$ cat src/rtl/bcp_implication_collector.sv
// bcp_implication_collector
// Buffers the implications (variable, value) produced during one BCP
// propagation round. When the round ends it scans every variable. For each
// variable it presents the matching slots to conflict_analyzer, using a
// CLEAR / EVAL / SAMPLE sequence. It reports the lowest-index conflicting
// variable to the BCP controller.
//
// Optional feature: define BCP_EARLY_EXIT_EN to end the scan at the first
// conflicting variable instead of always scanning all VAR_CNT variables.
module bcp_implication_collector #(
    parameter int SLOT_NUM = 4,
    parameter int VAR_CNT  = 4,
    parameter int VW       = (VAR_CNT > 1) ? $clog2(VAR_CNT) : 1
) (
    input  logic                              clk,
    input  logic                              rst,
    // implication stream from clause evaluation
    input  logic                              imp_valid,
    output logic                              imp_ready,
    input  logic [VW-1:0]                     imp_var,
    input  logic                              imp_val,
    // round control
    input  logic                              round_end,
    // conflict_analyzer side
    output logic [SLOT_NUM-1:0]               an_mask,
    output logic [SLOT_NUM-1:0]               an_assignment,
    output logic                              an_en,
    input  logic                              an_conflict,
    // result to the BCP controller
    output logic                              done,
    output logic                              conflict_found,
    output logic [VW-1:0]                     conflict_var,
    output logic [$clog2(SLOT_NUM+1)-1:0]     imp_count
);

    localparam int CW = $clog2(SLOT_NUM + 1);

`ifdef BCP_EARLY_EXIT_EN
    localparam bit EARLY_EXIT = 1'b1;
`else
    localparam bit EARLY_EXIT = 1'b0;
`endif

    // Scan sequencer states
    localparam logic [2:0] ST_COLLECT = 3'd0;
    localparam logic [2:0] ST_CLEAR   = 3'd1;
    localparam logic [2:0] ST_EVAL    = 3'd2;
    localparam logic [2:0] ST_SAMPLE  = 3'd3;
    localparam logic [2:0] ST_DONE    = 3'd4;

    logic [2:0]          state_q, state_d;
    logic [VW-1:0]       v_q, v_d;
    logic [CW-1:0]       count_q, count_d;

    // Implication buffer. Slot s is valid while slot_used_q[s] is set.
    logic [VW-1:0]       slot_var_q [SLOT_NUM];
    logic [VW-1:0]       slot_var_d [SLOT_NUM];
    logic [SLOT_NUM-1:0] slot_val_q, slot_val_d;
    logic [SLOT_NUM-1:0] slot_used_q, slot_used_d;

    logic                cf_q, cf_d;
    logic [VW-1:0]       cv_q, cv_d;

    logic                accept;
    logic                last_var;
    logic                scan_active;

    // Handshake and scan status decoded from the registered state
    always_comb begin
        imp_ready   = (state_q == ST_COLLECT) && (count_q < CW'(SLOT_NUM));
        accept      = imp_valid && imp_ready;
        last_var    = (v_q == VW'(VAR_CNT - 1));
        scan_active = (state_q == ST_EVAL) || (state_q == ST_SAMPLE);
    end

    // Next-state and scan-index logic of the round sequencer
    // NOTE: every signal written in a combinational block gets a default first,
    // so no path through the case/if leaves it unassigned and infers a latch.
    always_comb begin
        state_d = state_q;
        v_d     = v_q;
        case (state_q)
            ST_COLLECT: begin
                if (round_end) begin
                    state_d = ST_CLEAR;
                    v_d     = '0;
                end
            end
            ST_CLEAR:  state_d = ST_EVAL;
            ST_EVAL:   state_d = ST_SAMPLE;
            ST_SAMPLE: begin
                if (EARLY_EXIT && an_conflict) begin
                    state_d = ST_DONE;
                end else if (last_var) begin
                    state_d = ST_DONE;
                end else begin
                    state_d = ST_CLEAR;
                    v_d     = v_q + VW'(1);
                end
            end
            ST_DONE:   state_d = ST_COLLECT;
            default:   state_d = ST_COLLECT;
        endcase
    end

    // Buffer fill in arrival order; whole buffer emptied when the round closes
    always_comb begin
        slot_var_d  = slot_var_q;
        slot_val_d  = slot_val_q;
        slot_used_d = slot_used_q;
        count_d     = count_q;
        if (state_q == ST_DONE) begin
            for (int s = 0; s < SLOT_NUM; s++) begin
                slot_var_d[s] = '0;
            end
            slot_val_d  = '0;
            slot_used_d = '0;
            count_d     = '0;
        end else if (accept) begin
            for (int s = 0; s < SLOT_NUM; s++) begin
                if (count_q == CW'(s)) begin
                    slot_var_d[s]  = imp_var;
                    slot_val_d[s]  = imp_val;
                    slot_used_d[s] = 1'b1;
                end
            end
            count_d = count_q + CW'(1);
        end
    end

    // First conflict of the round wins; results clear when a new scan starts
    always_comb begin
        cf_d = cf_q;
        cv_d = cv_q;
        if ((state_q == ST_COLLECT) && round_end) begin
            cf_d = 1'b0;
            cv_d = '0;
        end else if ((state_q == ST_SAMPLE) && an_conflict && !cf_q) begin
            cf_d = 1'b1;
            cv_d = v_q;
        end
    end

    // State, buffer and result registers with synchronous reset
    // NOTE: the small slot buffer is reset along with the control state. This
    // keeps the unused slots at a known value, because an_assignment exposes
    // every slot's value bit whether or not the slot is in use.
    always_ff @(posedge clk) begin
        if (rst) begin
            state_q     <= ST_COLLECT;
            v_q         <= '0;
            count_q     <= '0;
            for (int s = 0; s < SLOT_NUM; s++) begin
                slot_var_q[s] <= '0;
            end
            slot_val_q  <= '0;
            slot_used_q <= '0;
            cf_q        <= 1'b0;
            cv_q        <= '0;
        end else begin
            // NOTE: sequential state uses non-blocking assignments, so every
            // register here samples the pre-edge value of its inputs.
            state_q     <= state_d;
            v_q         <= v_d;
            count_q     <= count_d;
            slot_var_q  <= slot_var_d;
            slot_val_q  <= slot_val_d;
            slot_used_q <= slot_used_d;
            cf_q        <= cf_d;
            cv_q        <= cv_d;
        end
    end

    // Analyzer drive: slot match for the current variable during EVAL/SAMPLE
    always_comb begin
        an_mask       = '0;
        an_assignment = '0;
        if (scan_active) begin
            for (int s = 0; s < SLOT_NUM; s++) begin
                an_mask[s] = slot_used_q[s] && (slot_var_q[s] == v_q);
            end
            an_assignment = slot_val_q;
        end
    end

    // Remaining outputs come straight from registers or state decode
    always_comb begin
        an_en          = scan_active;
        done           = (state_q == ST_DONE);
        conflict_found = cf_q;
        conflict_var   = cv_q;
        imp_count      = count_q;
    end

endmodule

$ cat config.mk
export PLATFORM = sky130hd
export DESIGN_NAME = bcp_implication_collector
export DESIGN_NICKNAME = d
export VERILOG_FILES = /design/src/rtl/bcp_implication_collector.sv
export SDC_FILE = /design/constraint.sdc
export NUM_CORES = 1
export LEC_CHECK = 0
export BUFFER_PORTS_ARGS = -buffer_cell sky130_fd_sc_hd__clkbuf_2
export CAP_MARGIN = 20
export CORE_ASPECT_RATIO = 0.7
export CORE_MARGIN = 3
export CORE_UTILIZATION = 53
export CTS_CLUSTER_DIAMETER = 30
export DETAILED_ROUTE_END_ITERATION = 10
export PLACE_DENSITY = 0.77
export SYNTH_ARGS = -nofsm -noshare
export SYNTH_HDL_FRONTEND = slang
export SYNTH_SLANG_ARGS = --single-unit
$ cat constraint.sdc
create_clock -name clk -period 1.7 [get_ports clk]
set_input_delay 0.255 -clock clk [delete_from_list [all_inputs] [get_ports clk]]
set_output_delay 0.255 -clock clk [all_outputs]
set_load 0.02 [all_outputs]
==> summary.md, run 1 <==
| Metric | Value |
|---|---|
| Status | `finished with violations` |
| Violations in the final reports | `negative setup slack` |
| CP Capture Type | `output pin` |
| Layout net count | `195` |
| Antenna violations before repair | `0` |
| Vias in the first global route | `999` |
| Switch Pwr | `0.000453 W` |
| Synth Flop Type | `dfxtp_1` |
| Die Footprint | `0.00311 mm²` |
| WHS Path Cells | `2` |
| Crit start category | `flip-flop` |
| Drt initial violations | `46` |
| Clk pin slew, worst setup/hold paths | `140 ps` |
| Sequential power share | `52.3%` |
| Worst vdd ir | `0.816 mV` |
| Largest family of logic cells by synthesized area | `simple AND/OR/NAND/NOR gates` |
| Worst-path fanout max | `5` |
| Commonest cells after routing, fill and taps aside | `dfxtp_1 (23), clkbuf_2 (18), a21oi_1 (16), o21ai_0 (15), nand4_1 (13)` |
| P_leak | `0.631 nW` |
| Internal power | `0.000912 W` |
| Synth Area in Compound Gates | `17.7%` |
| Class of the most critical setup path | `flip-flop to output pin` |
| Cell count of the worst reg-to-reg path | `4` |
| Minimum clock period | `1730 ps` |
| GRT Util Overall | `20.0%` |
| Drt wl/cell | `13.4 µm` |
| Simple-gate area share of the yosys netlist | `22.3%` |
| Worst EP arrival | `1470 ps` |
| Rows | `14` |
| GP Congestion | `0.770` |
| Area grow syn2layout | `18.0%` |
| Seq/Total Area, Yosys | `41.3%` |
| Post-synthesis register bit count | `27` |
| Skew-Pair Late Insertion Delay | `330 ps` |
| Router iterations before antenna repair | `4` |
| Final Hold Viols | `0` |
| Synth Area in XOR/XNOR | `6.02%` |
| Clock power share | `20.5%` |
| Netlist cell types | `33` |
| Required time worst endpoint | `1440 ps` |
| Post-DR vias/cell | `5.55` |
| Max-slew violation count | `0` |
| Max_slew headroom | `73.4%` |
| CTS tree | `done` |
| Share of layout cells above drive strength 1 | `26.1%` |
| Yosys warnings | `0` |
| CTS Buffer Depth | `2` |
| Final HPWL DP | `2170 µm` |
| Max cap viols | `0` |
| Comb power frac | `27.2%` |
| # IOs | `25` |
| Largest net degree at the start of global routing | `20` |
| Pwr dens | `884 mW/mm²` |
| Post-synthesis adder-cell area fraction | `5.74%` |
| Mapped Area | `0.00131 mm²` |
| GRT overflow | `0` |
| Layout Skew | `9.78 ps` |
| Max Freq | `579 MHz` |
| Commonest non-fill, non-tap cell in the layout | `dfxtp_1` |
| Min-delay worst type | `primary input to flip-flop` |
| CTS Buf Count | `3` |
| Ant diodes | `0` |
| Sw frac | `33.2%` |
| Post-synth EDFFs | `0` |
| Setup ws final | `-28.2 ps` |
| Clock sink total | `27` |
| Syn nets | `169` |
| First-pass GRT wire length | `4700 µm` |
| Avg Inst Size Synth | `8.44 µm²` |
| Detail Route Antenna Nets | `0` |
| Placed Cells | `206` |
| Period utilization | `102%` |
| RSZ-0062 raised after global routing | `true` |
| Core area | `0.00224 mm²` |
| Die Span X | `65.4 µm` |
| Die Span Y | `47.6 µm` |
| FILL cells | `201` |
| Synthesized netlist cell count | `155` |
| Hold buffer count at CTS | `0` |
| Post-synthesis mux area share | `0%` |
| CTS root buf | `clkbuf_4` |
| Measured slew at the worst slew-check pin | `398 ps` |
| H-tree lvl count | `1` |
| Final wirelength | `2840 µm` |
| Pre-CTS WS | `50.5 ps` |
| Initial core utilization | `58.4%` |
| Vias | `1177` |
| Post-route insts no fill | `212` |
| Synth async-reset ratio | `0%` |
| IO buf count | `24` |
| Setup violators final | `1` |
| # DRC | `0` |
[worst paths after layout]
kind                   start              end  slack, ps
setup / recovery  state_q[2]        imp_ready        -30
hold / removal           rst       state_q[1]        150
setup reg to reg  state_q[2]  conflict_var[1]         90
hold reg to reg   state_q[2]       state_q[1]        460
[cell families after synthesis]
| kind of cell | count (synthesis) |
|---|---|
| XOR/XNOR | 9 |
| AO/OA/AOI/OAI | 41 |
| adder cells (fa/ha/maj) | 6 |
| AND/OR/NAND/NOR | 52 |
| buffers and inverters | 20 |
| flip-flops | 27 |
[layout make-up]
| cell class | count | area, µm² | area share [%] |
|---|---|---|---|
| Inverter | 10 | 45.0 | 2.92 |
| Tap cell | 32 | 40.0 | 2.59 |
| Clock inverter | 1 | 7.51 | 0.486 |
| Multi-Input combinational cell | 108 | 686 | 44.4 |
| Clock buffer | 3 | 22.5 | 1.46 |
| Timing Repair Buffer | 31 | 193 | 12.5 |
| Sequential cell | 27 | 551 | 35.7 |
[synthesized netlist by cell type, types with 2 or more instances]
| cell type | number | share of area [%] |
|---|---|---|
| dfxtp_1 | 27 | 41 |
| a21oi_1 | 16 | 6.1 |
| o21ai_0 | 15 | 5.7 |
| nand4_1 | 13 | 6.2 |
| inv_1 | 9 | 2.6 |
| nor2_1 | 9 | 2.6 |
| nand2_1 | 8 | 2.3 |
| ha_1 | 6 | 5.7 |
| nand3_1 | 6 | 2.3 |
| xnor2_1 | 5 | 3.3 |
| a31oi_1 | 4 | 1.9 |
| and2_1 | 4 | 1.9 |
| clkbuf_1 | 4 | 1.1 |
| xor2_1 | 4 | 2.7 |
| buf_2 | 3 | 1.1 |
| nor3_1 | 3 | 1.1 |
| buf_1 | 2 | 0.57 |
| or3b_2 | 2 | 1.3 |
[per-stage QoR]
step | hold WS (ps) | utilization (%) | cell area, µm² | power [W] | setup TNS, ps
final | 155 | 68.9 | 1540 | 0.00136 | -28.2
after detailed placement | 462 | 65.0 | 1460 | 0.00105 | 0
after global placement | 459 | 65.0 | 1460 | 0.00104 | 0
after CTS | 148 | 67.6 | 1520 | 0.00136 | -37.0
after global routing | 146 | 68.9 | 1540 | 0.00145 | -99.6
after floorplan | 331 | - | 1310 | 0.000960 | 0
[registers in the layout, summed over array words and instances (netlist names)]
register / count
conflict_found: 1
slot_var_q: 8
state_q: 3
slot_val_q: 4
conflict_var: 2
v_q: 2
imp_count: 3
slot_used_q: 4
[power groups by stage]
stage | Sequential, W | Clock (W) | Combinational (W)
floorplan | 0.000714 | 0 | 0.000246
global placement | 0.000721 | 0 | 0.000317
detailed placement | 0.000725 | 0 | 0.000327
CTS | 0.000712 | 0.000292 | 0.000360
global route | 0.000722 | 0.000320 | 0.000409
finish | 0.000714 | 0.000280 | 0.000371
[worst max-delay path, stage by stage (launching register included)]
cell and delay (ps):
dfxtp_4 380, or4_4 590, inv_8 80, buf_8 100
[layer usage]
| metal | GRT usage, % | vias to the layer above | part of all wire [%] |
|---|---|---|---|
| li1 | - | 599 | - |
| met1 | 27.0 | 538 | 49 |
| met2 | 32.8 | 36 | 44 |
| met3 | 4.93 | 4 | 7.1 |
| met4 | 4.96 | 0 | 0.32 |
| met5 | 0 | - | 0 |
[timing repair]
item | in CTS | in global routing
setup endpoints to repair | 11 | 10
gates cloned | 0 | 0
buffers inserted | 1 | 1
pin swaps | 0 | 1
gates resized for setup | 7 | 15
(Power assumes the default switching activity.)
==> inputs of run 2 (changes only) <==
CORE_UTILIZATION = 48   (was 53)
PLACE_DENSITY = 0.73   (was 0.77)
clock period = 1.4 ns   (was 1.7 ns; I/O delays follow)
==> summary.md, run 2 (same netlist as run 1, synthesis figures left out) <==
| Metric | Value |
|---|---|
| Antenna violations before repair | `0 (unchanged)` |
| Die Footprint | `0.00340 mm² (was 0.00311 mm²)` |
| Global routing's busiest layer | `met2 (unchanged)` |
| Clk pin slew, worst setup/hold paths | `90 ps (was 140 ps)` |
| Area after DPL | `0.00160 mm² (was 0.00146 mm²)` |
| RSZ-0062 raised after global routing | `true (unchanged)` |
| P_leak | `0.859 nW (was 0.631 nW)` |
| Crit start category | `flip-flop (unchanged)` |
| Final wirelength | `5270 µm (was 2840 µm)` |
| Max-slew violation count | `0 (unchanged)` |
| Measured slew at the worst slew-check pin | `399 ps (was 398 ps)` |
| Minimum clock period | `1760 ps` |
| Min-delay worst type | `primary input to flip-flop (unchanged)` |
| Largest net degree at the start of global routing | `20 (unchanged)` |
| Status | `finished with violations (unchanged)` |
| Share of layout cells above drive strength 1 | `47.6% (was 26.1%)` |
| CTS Buffer Depth | `2 (unchanged)` |
| Vias in the first global route | `1307 (was 999)` |
| Final HPWL DP | `2350 µm (was 2170 µm)` |
| Clock sink total | `27 (unchanged)` |
| # IOs | `25 (unchanged)` |
| Layout Skew | `6.60 ps (was 9.78 ps)` |
| CTS Buf Count | `3 (unchanged)` |
| CP Capture Type | `output pin (unchanged)` |
| Die Span Y | `49.7 µm (was 47.6 µm)` |
| Final Power | `0.00233 W (was 0.00136 W)` |
| Worst EP arrival | `1550 ps (was 1470 ps)` |
| H-tree lvl count | `1 (unchanged)` |
| Multi-input gate area | `846 µm² (was 686 µm²)` |
| Max_slew headroom | `73.4% (about the same)` |
| Worst vdd ir | `0.672 mV (was 0.816 mV)` |
| GRT overflow | `0 (unchanged)` |
| Post-DR vias/cell | `6.32 (was 5.55)` |
| First-pass GRT wire length | `6220 µm (was 4700 µm)` |
| Commonest non-fill, non-tap cell in the layout | `dfxtp_1 (unchanged)` |
| Core area | `0.00253 mm² (was 0.00224 mm²)` |
| Commonest cells after routing, fill and taps aside | `dfxtp_1 (23), buf_4 (18), nand4_1 (13), buf_6 (13), clkbuf_2 (13) (was dfxtp_1 (23), clkbuf_2 (18), a21oi_1 (16), o21ai_0 (15), nand4_1 (13))` |
| Largest registers | `slot_var_q x8, slot_used_q x4, slot_val_q x4 (unchanged)` |
| Storage cell area | `548 µm² (was 551 µm²)` |
| Drt initial violations | `141 (was 46)` |
| FILL cells | `123 (was 201)` |
| Period utilization | `126%` |
| Fin area | `0.00212 mm² (was 0.00154 mm²)` |
| Max reg flops | `8 (unchanged)` |
| Met3 Track Usage GR | `5.24% (was 4.93%)` |
| GP Congestion | `0.826 (was 0.770)` |
| WHS Path Cells | `2 (unchanged)` |
| Met1 Use GR | `29.0% (was 27.0%)` |
| Pwr dens | `1100 mW/mm² (was 884 mW/mm²)` |
| Vias | `1516 (was 1177)` |
| Most flop-heavy register | `slot_var_q (unchanged)` |
| CTS tree | `done (unchanged)` |
| Router iterations before antenna repair | `4 (unchanged)` |
| Grt met2 use | `42.3% (was 32.8%)` |
| Skew-Pair Late Insertion Delay | `290 ps (was 330 ps)` |
| Final Hold Viols | `0 (unchanged)` |
| # DRC | `0 (unchanged)` |
| Violations in the final reports | `negative setup slack (unchanged)` |
| Setup ws final | `-357 ps (was -28.2 ps)` |
| Setup violators final | `35 (was 1)` |
| Worst-path fanout max | `10 (was 5)` |
| Hold buffer count at CTS | `0 (unchanged)` |
| Crit path cell chain | `buf_6 > and2b_2 > buf_12 > nand3_1 > nor2_1 > buf_4 (was or4_4 > inv_8 > buf_8)` |
| Cell count of the worst reg-to-reg path | `6 (was 4)` |
| IO buf count | `24 (unchanged)` |
| Ant diodes | `0 (unchanged)` |
| Max incr delay on CP | `340 ps (was 590 ps)` |
| Detail Route Antenna Nets | `0 (unchanged)` |
| Drt wl/cell | `21.9 µm (was 13.4 µm)` |
| Required time worst endpoint | `1190 ps (was 1440 ps)` |
| Class of the most critical setup path | `flip-flop to output pin (unchanged)` |
| Critical path's slowest cell | `dfxtp_2 (was or4_4)` |
| Rows | `15 (was 14)` |
| Hold_ws | `204 ps (was 155 ps)` |
| Area grow syn2layout | `62.1% (was 18.0%)` |
| CTS root buf | `clkbuf_8 (was clkbuf_4)` |
| Max cap viols | `0 (unchanged)` |
| GRT Util Overall | `24.9% (was 20.0%)` |
| Initial core utilization | `51.7% (was 58.4%)` |
| Die Span X | `68.4 µm (was 65.4 µm)` |
| Sum of negative setup slack | `-5980 ps (was -28.2 ps)` |
| Layout net count | `221 (was 195)` |
| Max Freq | `569 MHz` |
-- run 2: power by group --
| part | internal [W] | leakage [nW] | switching (W) | total (W) |
|---|---|---|---|---|
| Clock | 0.000203 | 0.0217 | 0.000269 | 0.000473 |
| Sequential | 0.000817 | 0.221 | 0.0000493 | 0.000866 |
| Combinational | 0.000501 | 0.616 | 0.000495 | 0.000996 |
-- run 2: final cells by class --
type	count	area share, %
multi-input cells	108	39.9
repair buffers	57	27.8
flip-flops and latches	27	25.8
inverters	10	2.24
well taps	34	2.00
clock buffers	3	1.95
clock inverters	1	0.354
-- run 2: worst max-delay path, delay by kind of cell (launching register included) --
kind | cells | cell delay (ps)
and+or+nand+nor | 3 | 490
buffers and inverters | 3 | 430
DFF | 1 | 340
-- run 2: layer usage --
metal | routed length (µm) | vias up | part of all wire (%)
met1 | 2040 | 708 | 39
li1 | - | 656 | -
met5 | 0 | - | 0
met4 | 374 | 0 | 7.1
met2 | 2400 | 109 | 46
met3 | 453 | 43 | 8.6
-- run 2: final timing paths --
| kind | to | from | slack [ps] |
|---|---|---|---|
| worst max-delay path | an_mask[2] | state_q[2] | -360 |
| worst min-delay path | state_q[0] | rst | 200 |
| worst max register to register | slot_var_q[4] | state_q[2] | -270 |
| worst min register to register | slot_val_q[0] | slot_val_q[0] | 460 |
-- run 2: repair_timing --
item	CTS	global route
hold endpoints to repair	0	0
cloned	0	5
setup buffers	9	4
pin swaps	3	36
resized for setup	40	55
setup endpoints to repair	35	35
-- run 2: per-stage QoR --
stage               setup slack [ps]  util [%]  instances
floorplan                       -129         -        155
global placement                -127      63.1        221
detailed placement              -179      63.1        221
CTS                             -288      71.9        234
global route                    -384      83.8        240
finish                          -357      83.8        240
